File: src/rtl/gpio_port_if.sv
// Data-memory bus slice seen by the GPIO responder: decoded strobes, write data
// and the read word returned to the read mux.
interface gpio_port_if #(
    parameter int unsigned DATA_WIDTH = 32
);
    logic                  we;
    logic                  re;
    logic [DATA_WIDTH-1:0] WD;
    logic [DATA_WIDTH-1:0] RD;

    modport master (
        output we,
        output re,
        output WD,
        input  RD
    );

    modport slave (
        input  we,
        input  re,
        input  WD,
        output RD
    );
endinterface

File: src/rtl/gpio_port.sv
// Memory-mapped GPIO: registered output pins, synchronized and debounced input pins
// with a sticky changed flag returned on the read word.
module gpio_port #(
    parameter int unsigned DATA_WIDTH      = 32,
    parameter int unsigned OUT_WIDTH       = 8,
    parameter int unsigned IN_WIDTH        = 8,
    parameter int unsigned DEBOUNCE_CYCLES = 4
) (
    input  logic                 clk,
    input  logic                 rst,
    gpio_port_if.slave           bus,
    input  logic [IN_WIDTH-1:0]  gpio_in,
    output logic [OUT_WIDTH-1:0] gpio_out,
    output logic                 changed
);

    localparam int unsigned CntW = (DEBOUNCE_CYCLES > 1) ? $clog2(DEBOUNCE_CYCLES) : 1;
    localparam logic [CntW-1:0] CntMax = CntW'(DEBOUNCE_CYCLES - 1);

    typedef enum logic [0:0] {StStable, StCounting} state_e;

    state_e               state_q, state_d;
    logic [IN_WIDTH-1:0]  sync1_q, sync2_q;
    logic [IN_WIDTH-1:0]  cand_q, cand_d;
    logic [IN_WIDTH-1:0]  stable_q, stable_d;
    logic [CntW-1:0]      cnt_q, cnt_d;
    logic                 changed_q, changed_d;
    logic [OUT_WIDTH-1:0] gpio_out_q, gpio_out_d;
    logic                 commit;

    always_ff @(posedge clk or negedge rst) begin
        if (!rst) begin
            state_q    <= StStable;
            sync1_q    <= '0;
            sync2_q    <= '0;
            cand_q     <= '0;
            stable_q   <= '0;
            cnt_q      <= '0;
            changed_q  <= 1'b0;
            gpio_out_q <= '0;
        end else begin
            state_q    <= state_d;
            sync1_q    <= gpio_in;
            sync2_q    <= sync1_q;
            cand_q     <= cand_d;
            stable_q   <= stable_d;
            cnt_q      <= cnt_d;
            changed_q  <= changed_d;
            gpio_out_q <= gpio_out_d;
        end
    end

    always_comb begin
        state_d = state_q;
        unique case (state_q)
            StStable: begin
                if (sync2_q != stable_q) state_d = StCounting;
            end
            StCounting: begin
                if ((sync2_q == cand_q) && (cnt_q == CntMax)) state_d = StStable;
            end
            default: state_d = StStable;
        endcase
    end

    always_comb begin
        cand_d   = cand_q;
        cnt_d    = cnt_q;
        stable_d = stable_q;
        commit   = 1'b0;
        unique case (state_q)
            StStable: begin
                if (sync2_q != stable_q) begin
                    cand_d = sync2_q;
                    cnt_d  = '0;
                end
            end
            StCounting: begin
                if (sync2_q != cand_q) begin
                    // Any bounce restarts the full window from the new value.
                    cand_d = sync2_q;
                    cnt_d  = '0;
                end else if (cnt_q != CntMax) begin
                    cnt_d = cnt_q + CntW'(1);
                end else if (cand_q != stable_q) begin
                    stable_d = cand_q;
                    commit   = 1'b1;
                end
            end
            default: ;
        endcase

        // A commit on the same edge as a read keeps the flag set.
        if (commit)      changed_d = 1'b1;
        else if (bus.re) changed_d = 1'b0;
        else             changed_d = changed_q;

        gpio_out_d = bus.we ? bus.WD[OUT_WIDTH-1:0] : gpio_out_q;
    end

    always_comb begin
        bus.RD                 = '0;
        bus.RD[IN_WIDTH-1:0]   = stable_q;
        bus.RD[DATA_WIDTH-1]   = changed_q;
    end

    assign gpio_out = gpio_out_q;
    assign changed  = changed_q;

    generate
        if (OUT_WIDTH < DATA_WIDTH) begin : g_wd_sink
            logic unused_wd;
            assign unused_wd = ^bus.WD[DATA_WIDTH-1:OUT_WIDTH];
        end
    endgenerate

endmodule
File: src/flat_wrapper.sv
// flat-port wrapper written by rule: the top's interface ports become plain ports
module gpio_port_flat 
#(
    parameter int unsigned DATA_WIDTH      = 32,
    parameter int unsigned OUT_WIDTH       = 8,
    parameter int unsigned IN_WIDTH        = 8,
    parameter int unsigned DEBOUNCE_CYCLES = 4
)
  (clk, rst, gpio_in, gpio_out, changed, bus_we, bus_re, bus_WD, bus_RD);
  gpio_port_if #(.DATA_WIDTH(DATA_WIDTH)) bus_i ();
  input  logic clk;
  input  logic rst;
  input  logic [IN_WIDTH-1:0] gpio_in;
  output logic [OUT_WIDTH-1:0] gpio_out;
  output logic changed;
  input wire logic [$bits(bus_i.we)-1:0] bus_we;
  input wire logic [$bits(bus_i.re)-1:0] bus_re;
  input wire logic [$bits(bus_i.WD)-1:0] bus_WD;
  output wire logic [$bits(bus_i.RD)-1:0] bus_RD;
  assign bus_i.we = bus_we;
  assign bus_i.re = bus_re;
  assign bus_i.WD = bus_WD;
  assign bus_RD = bus_i.RD;
  gpio_port #(.DATA_WIDTH(DATA_WIDTH), .OUT_WIDTH(OUT_WIDTH), .IN_WIDTH(IN_WIDTH), .DEBOUNCE_CYCLES(DEBOUNCE_CYCLES)) u_core (.clk(clk), .rst(rst), .bus(bus_i), .gpio_in(gpio_in), .gpio_out(gpio_out), .changed(changed));
endmodule
File: config.mk
export PLATFORM = sky130hd
export DESIGN_NAME = gpio_port_flat
export DESIGN_NICKNAME = d
export VERILOG_FILES = /design/src/rtl/gpio_port_if.sv /design/src/rtl/gpio_port.sv /design/src/flat_wrapper.sv
export SDC_FILE = /design/constraint.sdc
export NUM_CORES = 1
export LEC_CHECK = 0
export BUFFER_PORTS_ARGS = -buffer_cell sky130_fd_sc_hd__buf_4
export CORE_MARGIN = 1.5
export CORE_UTILIZATION = 47
export CTS_BUF_LIST = sky130_fd_sc_hd__clkbuf_2 sky130_fd_sc_hd__clkbuf_4 sky130_fd_sc_hd__clkbuf_8
export DETAILED_ROUTE_END_ITERATION = 16
export PLACE_DENSITY = 0.86
export SLEW_MARGIN = 20
export SYNTH_ARGS = -nofsm -noshare
export SYNTH_HDL_FRONTEND = slang
export SYNTH_SLANG_ARGS = --single-unit
File: constraint.sdc
create_clock -name clk -period 2.7 [get_ports clk]
set_input_delay 0.135 -clock clk [delete_from_list [all_inputs] [get_ports clk]]
set_output_delay 0.135 -clock clk [all_outputs]
set_load 0.01 [all_outputs]
==> run_results.csv, run 1 <==
group,metric,value,unit
status,run_status,"finished, final reports clean",
placed_design,dp.final_hpwl,2006,µm
sta,setup_ws,669.1,ps
power,p_comb_frac,0.096,
detailed_routing,dr_total_vias,1103,
cells_and_area,antennaDiodeCount,0,
worst_setup_path,cp_slowest_cell,"and3_1",
sta,period_share,0.7522,
power,seqPwrFrac,0.514,
clocking,clock_latency,300,ps
detailed_routing,vias_per_cell,4.596,
job,cap_violations,0,
power,p_clk_frac,0.390,
placed_design,gp_congestion,0.7604,
sta,rsz0062_at_grt,"false",
sta,setup_tns,0,ps
clocking,cts_buffers,5,
sta,period_minus_slack,2031,ps
worst_setup_path,start_kind,"register",
sta,drv_slew,0,
global_routing,grt_pass1_vias,1081,
placed_design,dp_slack,668.0,ps
worst_setup_path,criticalPathCategory,"register to register",
cells_and_area,fin_nets,234,
detailed_routing,ant_nets,0,
detailed_routing,drc,0,
floorplanning,die_area,4585,µm²
sta,setup_violations,0,
power,power_density,574.5,nW/µm²
global_routing,grtUsageTotal,0.1554,
worst_setup_path,cp_cell_sequence,"xnor2_1 -> nand4_1 -> nor3_1 -> and3_1 -> mux2_4",
synth,synth_flop_cell,"dfrtp_1",
synth,synthCells,140,
synth,ys_seq_area_frac,0.5594,
worst_setup_path,slowest_delay,570,ps
cells_and_area,layout_common_cells,"dfrtp_1, buf_4, conb_1",
detailed_routing,wire_per_inst,12.28,µm
clocking,tritoncts,"done",
synth,yosysWarnings,0,
worst_setup_path,critPathMaxFanout,9,
power,swShare,0.2158,
floorplanning,chipWidth,67.71,µm
cells_and_area,final_core_util,0.6031,
detailed_routing,drt_iter0_markers,24,
sta,tightest_slew,600.6,ps
floorplanning,die_h,67.71,µm
sta,maxClockFrequency,0.4924,GHz
clocking,cts-root-buf,"clkbuf_8",
synth,async_flop_share,1.000,
worst_setup_path,crit_arrival,2210,ps
clocking,cts_buffer_depth,2,
global_routing,overflow,0,
clocking,h-tree-depth,2,
power,power,1.386,mW
cells_and_area,areaGrowthSynthToFinish,22.57,%
floorplanning,core_area,4000,µm²
cells_and_area,final_common_cell,"dfrtp_1",
power,p_int,1.087,mW
worst_setup_path,cp.required,2880,ps
worst_setup_path,critPathTopFamily,"simple AND/OR/NAND/NOR gates",
power,switching_power,0.2991,mW
clocking,clock_sink_count,44,
clocking,cts.clk_slew.worst_paths,80,ps
synth,ys_seq_elements,44,
power,ir_worst_vdd,0.3883,mV
worst_setup_path,critPathBufInv,0,
floorplanning,ios,85,
cells_and_area,drive_above_1_share,0.3842,
global_routing,antenna_found_initial,0,
sta,hold_viol,0,
synth,synth_area,1968,µm²
worst_hold_path,min_path_type,"primary input to register",
global_routing,grt_max_degree,45,
floorplanning,num_rows,23,
worst_setup_path,endpoint_kind,"register",
global_routing,grt_pass1_wl,5016,µm
sta,skew,8.733,ps
synth,synth_edf_count,0,
power,p_leak,1.154,nW
detailed_routing,firstDrtPassIters,4,
placed_design,io_buffers,37,
synth,synth.avg_cell_area,14.06,µm²
floorplanning,start_util,0.4920,
detailed_routing,routed_wl,2948,µm
synth,synth_cell_types,24,
sta,timing.slew.headroom,0.5996,
-- registers in the layout, indices dropped and copies added, names as in the netlist --
signal,cells
u_core.state_q,1
u_core.sync1_q,8
u_core.gpio_out,8
u_core.changed,1
u_core.sync2_q,8
u_core.stable_q,8
u_core.cnt_q,2
u_core.cand_q,8
-- timing repair --
| action | in CTS | in global routing |
|---|---|---|
| buffers inserted | 0 | 0 |
| gates resized for setup | 0 | 0 |
| endpoints found under the hold margin | 52 | 0 |
| hold buffers | 9 | 0 |
-- cell usage after synthesis (2+ instances only) --
library cell | instances | area [µm²]
xnor2_1 | 15 | 131.4
nor4_2 | 3 | 37.54
dfrtp_1 | 44 | 1101
nand3_1 | 2 | 10.01
xor2_1 | 9 | 78.83
mux2_1 | 3 | 33.78
inv_1 | 2 | 7.510
nand2_1 | 2 | 7.510
mux2_2 | 14 | 157.7
buf_4 | 24 | 180.2
nand4_1 | 2 | 12.51
mux2_4 | 8 | 120.1
-- routing by layer --
metal / GRT usage / part of all wire
met4: 0.06888 / 0.021
met1: 0.1941 / 0.42
met2: 0.2463 / 0.50
met5: 0 / 0
met3: 0.05000 / 0.056
-- worst paths after layout --
path                                         from  slack [ps]  cells after the start                  to
worst max-delay path             u_core.cand_q[2]         670                      5  u_core.stable_q[4]
worst min-delay path                    bus_WD[3]          60                      2  u_core.gpio_out[3]
worst max register to register   u_core.cand_q[2]         670                      5  u_core.stable_q[4]
worst min register to register  u_core.sync1_q[4]         350                      0   u_core.sync2_q[4]
max in group asynchronous                     rst        1970                      2   u_core.sync2_q[1]
min in group asynchronous                     rst         360                      2    u_core.cand_q[5]
-- per-stage QoR --
stage	std cells	cell area (µm²)	hold slack [ps]
finish	240	2412	64.99
global route	240	2412	50.66
CTS	240	2412	56.67
detailed placement	223	2196	156.9
global placement	223	2196	155.8
floorplan	162	2051	-160.6
-- area by class of cell --
cell class	instances	area [µm²]
Multi-Input combinational cell	90	747.0
Fill cell	311	1588
Tap cell	50	62.56
Sequential cell	44	1101
Clock inverter	1	30.03
Inverter	2	7.507
Clock buffer	7	96.34
Timing Repair Buffer	46	367.9
-- power by group through the flow --
stage          clock network, mW  registers, mW  logic, mW
5_1_grt                    0.582          0.717      0.148
2_1_floorplan                  0          0.727     0.0847
4_1_cts                    0.556          0.713      0.135
6_report                   0.540          0.713      0.133
3_3_place_gp                   0          0.724      0.122
3_5_place_dp                   0          0.725      0.124
-- cells by family (layout without fill, tap and decap cells) --
logic type      after synthesis  count (layout)  synth area share
compound gates                3               3           0.01272
xor+xnor                     24              24            0.1068
fa+ha+maj                     1               1          0.006356
buf+inv                      28              56            0.1030
flops                        44              44            0.5594
mux                          25              25            0.1583
other cells                   1              23          0.001905
simple gates                 14              14           0.05150
(Power assumes the default switching activity.)
==> run 2, diff against run 1 <==
--- a/config.mk
+++ b/config.mk
@@ -7,10 +7,10 @@
 export LEC_CHECK = 0
 export BUFFER_PORTS_ARGS = -buffer_cell sky130_fd_sc_hd__buf_4
 export CORE_MARGIN = 1.5
-export CORE_UTILIZATION = 47
+export CORE_UTILIZATION = 44
 export CTS_BUF_LIST = sky130_fd_sc_hd__clkbuf_2 sky130_fd_sc_hd__clkbuf_4 sky130_fd_sc_hd__clkbuf_8
 export DETAILED_ROUTE_END_ITERATION = 16
-export PLACE_DENSITY = 0.86
+export PLACE_DENSITY = 0.85
 export SLEW_MARGIN = 20
 export SYNTH_ARGS = -nofsm -noshare
 export SYNTH_HDL_FRONTEND = slang
==> constraint.sdc (replaced) <==
create_clock -name clk -period 1.7 [get_ports clk]
set_input_delay 0.085 -clock clk [delete_from_list [all_inputs] [get_ports clk]]
set_output_delay 0.085 -clock clk [all_outputs]
set_load 0.01 [all_outputs]
==> run_results.csv, run 2 (synthesized netlist as in run 1, its figures left out) <==
group,metric,value,unit
status,run_status,"finished with violations",
status,failed_checks,"negative setup slack",
global_routing,overflow,0,
clocking,cts_buffers,5,
sta,setup_violations,19,
sta,drv_slew,0,
sta,holdWs,21.49,ps
sta,period_minus_slack,1774,ps
cells_and_area,fin_nets,259,
job,cap_violations,0,
detailed_routing,routed_wl,3900,µm
cells_and_area,regArea,1104,µm²
worst_setup_path,cp.required,1880,ps
sta,skew,5.651,ps
worst_hold_path,min_path_type,"primary input to register",
worst_setup_path,crit_start,"u_core.sync2_q[2]",
detailed_routing,dr_total_vias,1225,
worst_setup_path,critPathBufInv,1,
placed_design,io_buffers,37,
global_routing,grt_max_degree,45,
cells_and_area,final_core_util,0.6293,
cells_and_area,areaGrowthSynthToFinish,38.27,%
power,power_density,758.4,nW/µm²
global_routing,grt_pass1_wl,5865,µm
power,ir_worst_vdd,0.6747,mV
sta,rsz0062_at_grt,"true",
worst_setup_path,r2r-end,"u_core.stable_q[4]",
clocking,cts.clk_slew.worst_paths,80,ps
detailed_routing,vias_per_cell,4.588,
global_routing,grtUsageTotal,0.1576,
cells_and_area,antennaDiodeCount,0,
cells_and_area,multi_input_area,878.3,µm²
worst_setup_path,cp.depth,6,
worst_setup_path,slowest_delay,430,ps
worst_setup_path,critPathMaxFanout,4,
detailed_routing,drc,0,
worst_setup_path,rrSetupSlack,-70,ps
clocking,cts-root-buf,"clkbuf_8",
detailed_routing,ant_nets,0,
floorplanning,ios,85,
worst_setup_path,cp_cell_sequence,"xnor2_2 -> nand4_1 -> nor3_2 -> and3_4 -> buf_6 -> mux2_4",
detailed_routing,firstDrtPassIters,4,
clocking,tritoncts,"done",
sta,hold_viol,0,
clocking,h-tree-depth,2,
floorplanning,core_area,4324,µm²
worst_setup_path,cp-endpoint,"u_core.stable_q[4]",
placed_design,dp_slack,-81.60,ps
placed_design,gp_congestion,0.7416,
worst_setup_path,rr_startpoint,"u_core.sync2_q[2]",
worst_setup_path,critPathTopFamily,"simple AND/OR/NAND/NOR gates",
cells_and_area,layout_common_cells,"buf_4, dfrtp_1, conb_1",
power,p_leak,1.340,nW
power,power,2.064,mW
floorplanning,num_rows,24,
cells_and_area,num-fill-cells,349,
placed_design,dp.final_hpwl,2462,µm
sta,period_share,1.044,
sta,timing.slew.headroom,0.6387,
worst_setup_path,endpoint_kind,"register",
worst_setup_path,cp_slowest_cell,"dfrtp_1",
floorplanning,start_util,0.4552,
sta,maxClockFrequency,0.5637,GHz
cells_and_area,final_common_cell,"buf_4",
floorplanning,die_area,4883,µm²
global_routing,grt_pass1_vias,1248,
worst_setup_path,start_kind,"register",
detailed_routing,wire_per_inst,14.61,µm
floorplanning,chipWidth,69.88,µm
clocking,cts_buffer_depth,2,
sta,setup_ws,-73.97,ps
sta,tightest_slew,541.9,ps
detailed_routing,drt_iter0_markers,53,
cells_and_area,drive_above_1_share,0.5442,
global_routing,antenna_found_initial,0,
worst_setup_path,criticalPathCategory,"register to register",
worst_setup_path,crit_arrival,1950,ps
worst_setup_path,worst-r2r-cell-count,6,
clocking,clock_sink_count,44,
floorplanning,die_h,69.88,µm
clocking,clock_latency,290,ps
run 2: cell count changes in the layout (fill, tap and decap cells not counted), moves of 3 or more:
cell,before,now
buf_4,37,57
buf_6,0,5
mux2_1,3,0
mux2_4,8,12
xnor2_1,15,8
xnor2_2,0,7
xor2_1,9,6
xor2_2,0,3
run 2: worst min path at each step:
stage              start            endpoint  slack (ps)  cells after the start
6_report       bus_WD[0]  u_core.gpio_out[0]          20                      2
5_1_grt        bus_WD[6]  u_core.gpio_out[6]          10                      2
4_1_cts        bus_WD[0]  u_core.gpio_out[0]          10                      2
3_5_place_dp         rst  u_core.stable_q[7]         110                      1
3_3_place_gp         rst  u_core.stable_q[7]         110                      1
2_1_floorplan        rst    u_core.cand_q[0]        -210                      0
run 2: cell type report:
type / instances / area share
sequential: 44 / 0.4055
multi-input combinational: 90 / 0.3228
timing repair buffer: 71 / 0.2110
clock buffer: 6 / 0.03034
tap: 52 / 0.02391
clock inverter: 2 / 0.003678
inverter: 2 / 0.002759
run 2: timing repair:
action / CTS / global route
endpoints found under the hold margin: 52 / 0
pin swaps: 13 / 13
resized for setup: 9 / 19
setup endpoints to repair: 16 / 19
hold buffers: 9 / 0
setup buffers: 7 / 3
run 2: stage by stage:
step | TNS (ps) | cells | instance area, µm²
2_1_floorplan | 0 | 162 | 2051
3_3_place_gp | -646.6 | 241 | 2318
3_5_place_dp | -1042 | 241 | 2318
4_1_cts | -224.5 | 264 | 2597
5_1_grt | -2646 | 267 | 2721
6_report | -1023 | 267 | 2721
run 2: power breakdown:
part	internal, mW	switching (mW)	total [mW]
Sequential	1.09	0.0408	1.14
Combinational	0.149	0.119	0.268
Clock	0.324	0.336	0.660
Total	1.57	0.496	2.06
run 2: layer usage:
layer | GRT usage | share of wire
met1 | 0.1960 | 0.39
met2 | 0.2635 | 0.55
met3 | 0.03030 | 0.044
met4 | 0.07692 | 0.015
met5 | 0 | 0
==> run 3, diff against run 2 <==
--- a/config.mk
+++ b/config.mk
@@ -7,10 +7,10 @@
 export LEC_CHECK = 0
 export BUFFER_PORTS_ARGS = -buffer_cell sky130_fd_sc_hd__buf_4
 export CORE_MARGIN = 1.5
-export CORE_UTILIZATION = 44
+export CORE_UTILIZATION = 47
 export CTS_BUF_LIST = sky130_fd_sc_hd__clkbuf_2 sky130_fd_sc_hd__clkbuf_4 sky130_fd_sc_hd__clkbuf_8
 export DETAILED_ROUTE_END_ITERATION = 16
-export PLACE_DENSITY = 0.85
+export PLACE_DENSITY = 0.86
 export SLEW_MARGIN = 20
 export SYNTH_ARGS = -nofsm -noshare
 export SYNTH_HDL_FRONTEND = slang
==> constraint.sdc (replaced) <==
create_clock -name clk -period 2.1 [get_ports clk]
set_input_delay 0.105 -clock clk [delete_from_list [all_inputs] [get_ports clk]]
set_output_delay 0.105 -clock clk [all_outputs]
set_load 0.01 [all_outputs]
==> run_results.csv, run 3 (synthesized netlist as in run 1, its figures left out) <==
group,metric,value,unit
clocking,cts_buffer_depth,2,
power,power_density,675.8,nW/µm²
clocking,cts_buffers,5,
sta,maxClockFrequency,0.5474,GHz
worst_setup_path,slowest_delay,420,ps
detailed_routing,drt_iter0_markers,31,
detailed_routing,ant_nets,0,
worst_setup_path,critPathMaxFanout,9,
cells_and_area,drive_above_1_share,0.3927,
placed_design,post-place-cells,224,
global_routing,grt_pass1_vias,1095,
global_routing,grt_pass1_wl,4926,µm
floorplanning,die_h,67.71,µm
detailed_routing,dr_total_vias,1084,
floorplanning,die_area,4585,µm²
worst_hold_path,worstHoldEndpoint,"u_core.gpio_out[7]",
placed_design,dp.final_hpwl,2066,µm
sta,setup_tns,0,ps
floorplanning,num_rows,23,
power,ir_worst_vdd,0.4919,mV
detailed_routing,routed_wl,2999,µm
cells_and_area,layout.cells.non_filler,241,
worst_setup_path,worst-r2r-cell-count,5,
floorplanning,core_area,4000,µm²
worst_setup_path,cp_cell_sequence,"xor2_1 -> nor4_2 -> nand2_1 -> and3_2 -> mux2_4",
floorplanning,ios,85,
cells_and_area,fin_nets,235,
placed_design,io_buffers,37,
power,p_leak,1.144,nW
detailed_routing,wire_per_inst,12.44,µm
worst_setup_path,criticalPathCategory,"register to register",
floorplanning,chipWidth,67.71,µm
worst_setup_path,r2r-end,"u_core.stable_q[4]",
sta,tightest_slew,530.5,ps
worst_hold_path,min_path_cells,2,
global_routing,grtUsageTotal,0.1506,
cells_and_area,areaGrowthSynthToFinish,21.30,%
job,cap_violations,0,
worst_setup_path,start_kind,"register",
worst_setup_path,endpoint_kind,"register",
worst_setup_path,rr_startpoint,"u_core.cand_q[6]",
sta,timing.slew.headroom,0.6464,
cells_and_area,antennaDiodeCount,0,
global_routing,grt_max_degree,45,
placed_design,gp_congestion,0.7606,
sta,drv_slew,0,
status,run_status,"finished, final reports clean",
clocking,h-tree-depth,2,
clocking,clock_sink_count,44,
detailed_routing,vias_per_cell,4.498,
clocking,tritoncts,"done",
worst_setup_path,cp_slowest_cell,"dfrtp_1",
detailed_routing,firstDrtPassIters,4,
clocking,cts-root-buf,"clkbuf_8",
worst_setup_path,rrSetupSlack,270,ps
clocking,cts.clk_slew.worst_paths,80,ps
cells_and_area,final_common_cell,"dfrtp_1",
sta,skew,4.473,ps
sta,setup_violations,0,
detailed_routing,drc,0,
floorplanning,start_util,0.4920,
clocking,post-cts-setup-buffers,0,
worst_setup_path,crit_arrival,2000,ps
sta,rsz0062_at_grt,"false",
worst_hold_path,hp-start,"bus_WD[7]",
sta,period_share,0.8699,
cells_and_area,layout_common_cells,"dfrtp_1, buf_4, conb_1",
clocking,clock_latency,290,ps
global_routing,overflow,0,
worst_setup_path,cp.required,2280,ps
sta,hold_viol,0,
worst_hold_path,min_path_type,"primary input to register",
global_routing,antenna_found_initial,0,
sta,period_minus_slack,1827,ps
## run 3: worst max path at each step
stage | startpoint | endpoint | slack (ps) | depth (start not counted)
after floorplan | u_core.stable_q[0] | u_core.stable_q[0] | 450 | 6
after global placement | u_core.cand_q[7] | u_core.stable_q[4] | 140 | 5
after detailed placement | u_core.cand_q[7] | u_core.stable_q[4] | 130 | 5
after CTS | u_core.cand_q[0] | u_core.stable_q[4] | 110 | 5
after global routing | u_core.cand_q[7] | u_core.stable_q[3] | 180 | 5
final | u_core.cand_q[6] | u_core.stable_q[4] | 270 | 5
## run 3: metal layers
layer | up-vias | GRT usage | share of wire
met5 | - | 0 | 0
met4 | 0 | 0.05357 | 0.0090
met3 | 2 | 0.05000 | 0.048
met1 | 531 | 0.1878 | 0.43
met2 | 34 | 0.2439 | 0.52
li1 | 517 | - | -
## run 3: worst max-delay path: cells and delay by family (launching register included)
family / cells / cell delay [ps]
xor+xnor: 1 / 210
mux: 1 / 330
flops: 1 / 420
simple gates: 3 / 750
## run 3: layout make-up
type | instances | area, µm²
well taps | 50 | 62.56
repair buffers | 47 | 375.4
clock buffers | 6 | 82.58
flip-flops and latches | 44 | 1101
multi-input cells | 90 | 748.2
clock inverters | 2 | 10.01
fillers | 332 | 1613
inverters | 2 | 7.507
## run 3: repair_timing
action | in CTS | in global routing
endpoints found under the hold margin | 52 | 0
hold buffers | 9 | 0
endpoints found under the setup margin | 0 | 8
resized for setup | 0 | 1
## run 3: where the power goes
group          internal [mW]  switching (mW)
Clock                  0.262           0.261
Sequential             0.886          0.0298
Combinational         0.0931          0.0807
Total                   1.24           0.372
## run 3: through the flow
stage          setup slack (ps)  hold WS [ps]    util  instance area (µm²)  total power, mW
6_report                  273.3         48.99  0.5968                 2387            1.613
5_1_grt                   180.7         22.76  0.5968                 2387            1.704
4_1_cts                   108.9         35.23  0.5965                 2386            1.641
3_5_place_dp              127.5         128.0  0.5508                 2203            1.094
3_3_place_gp              137.4         125.9  0.5508                 2203            1.088
2_1_floorplan             446.6        -190.6       -                 2051            1.044
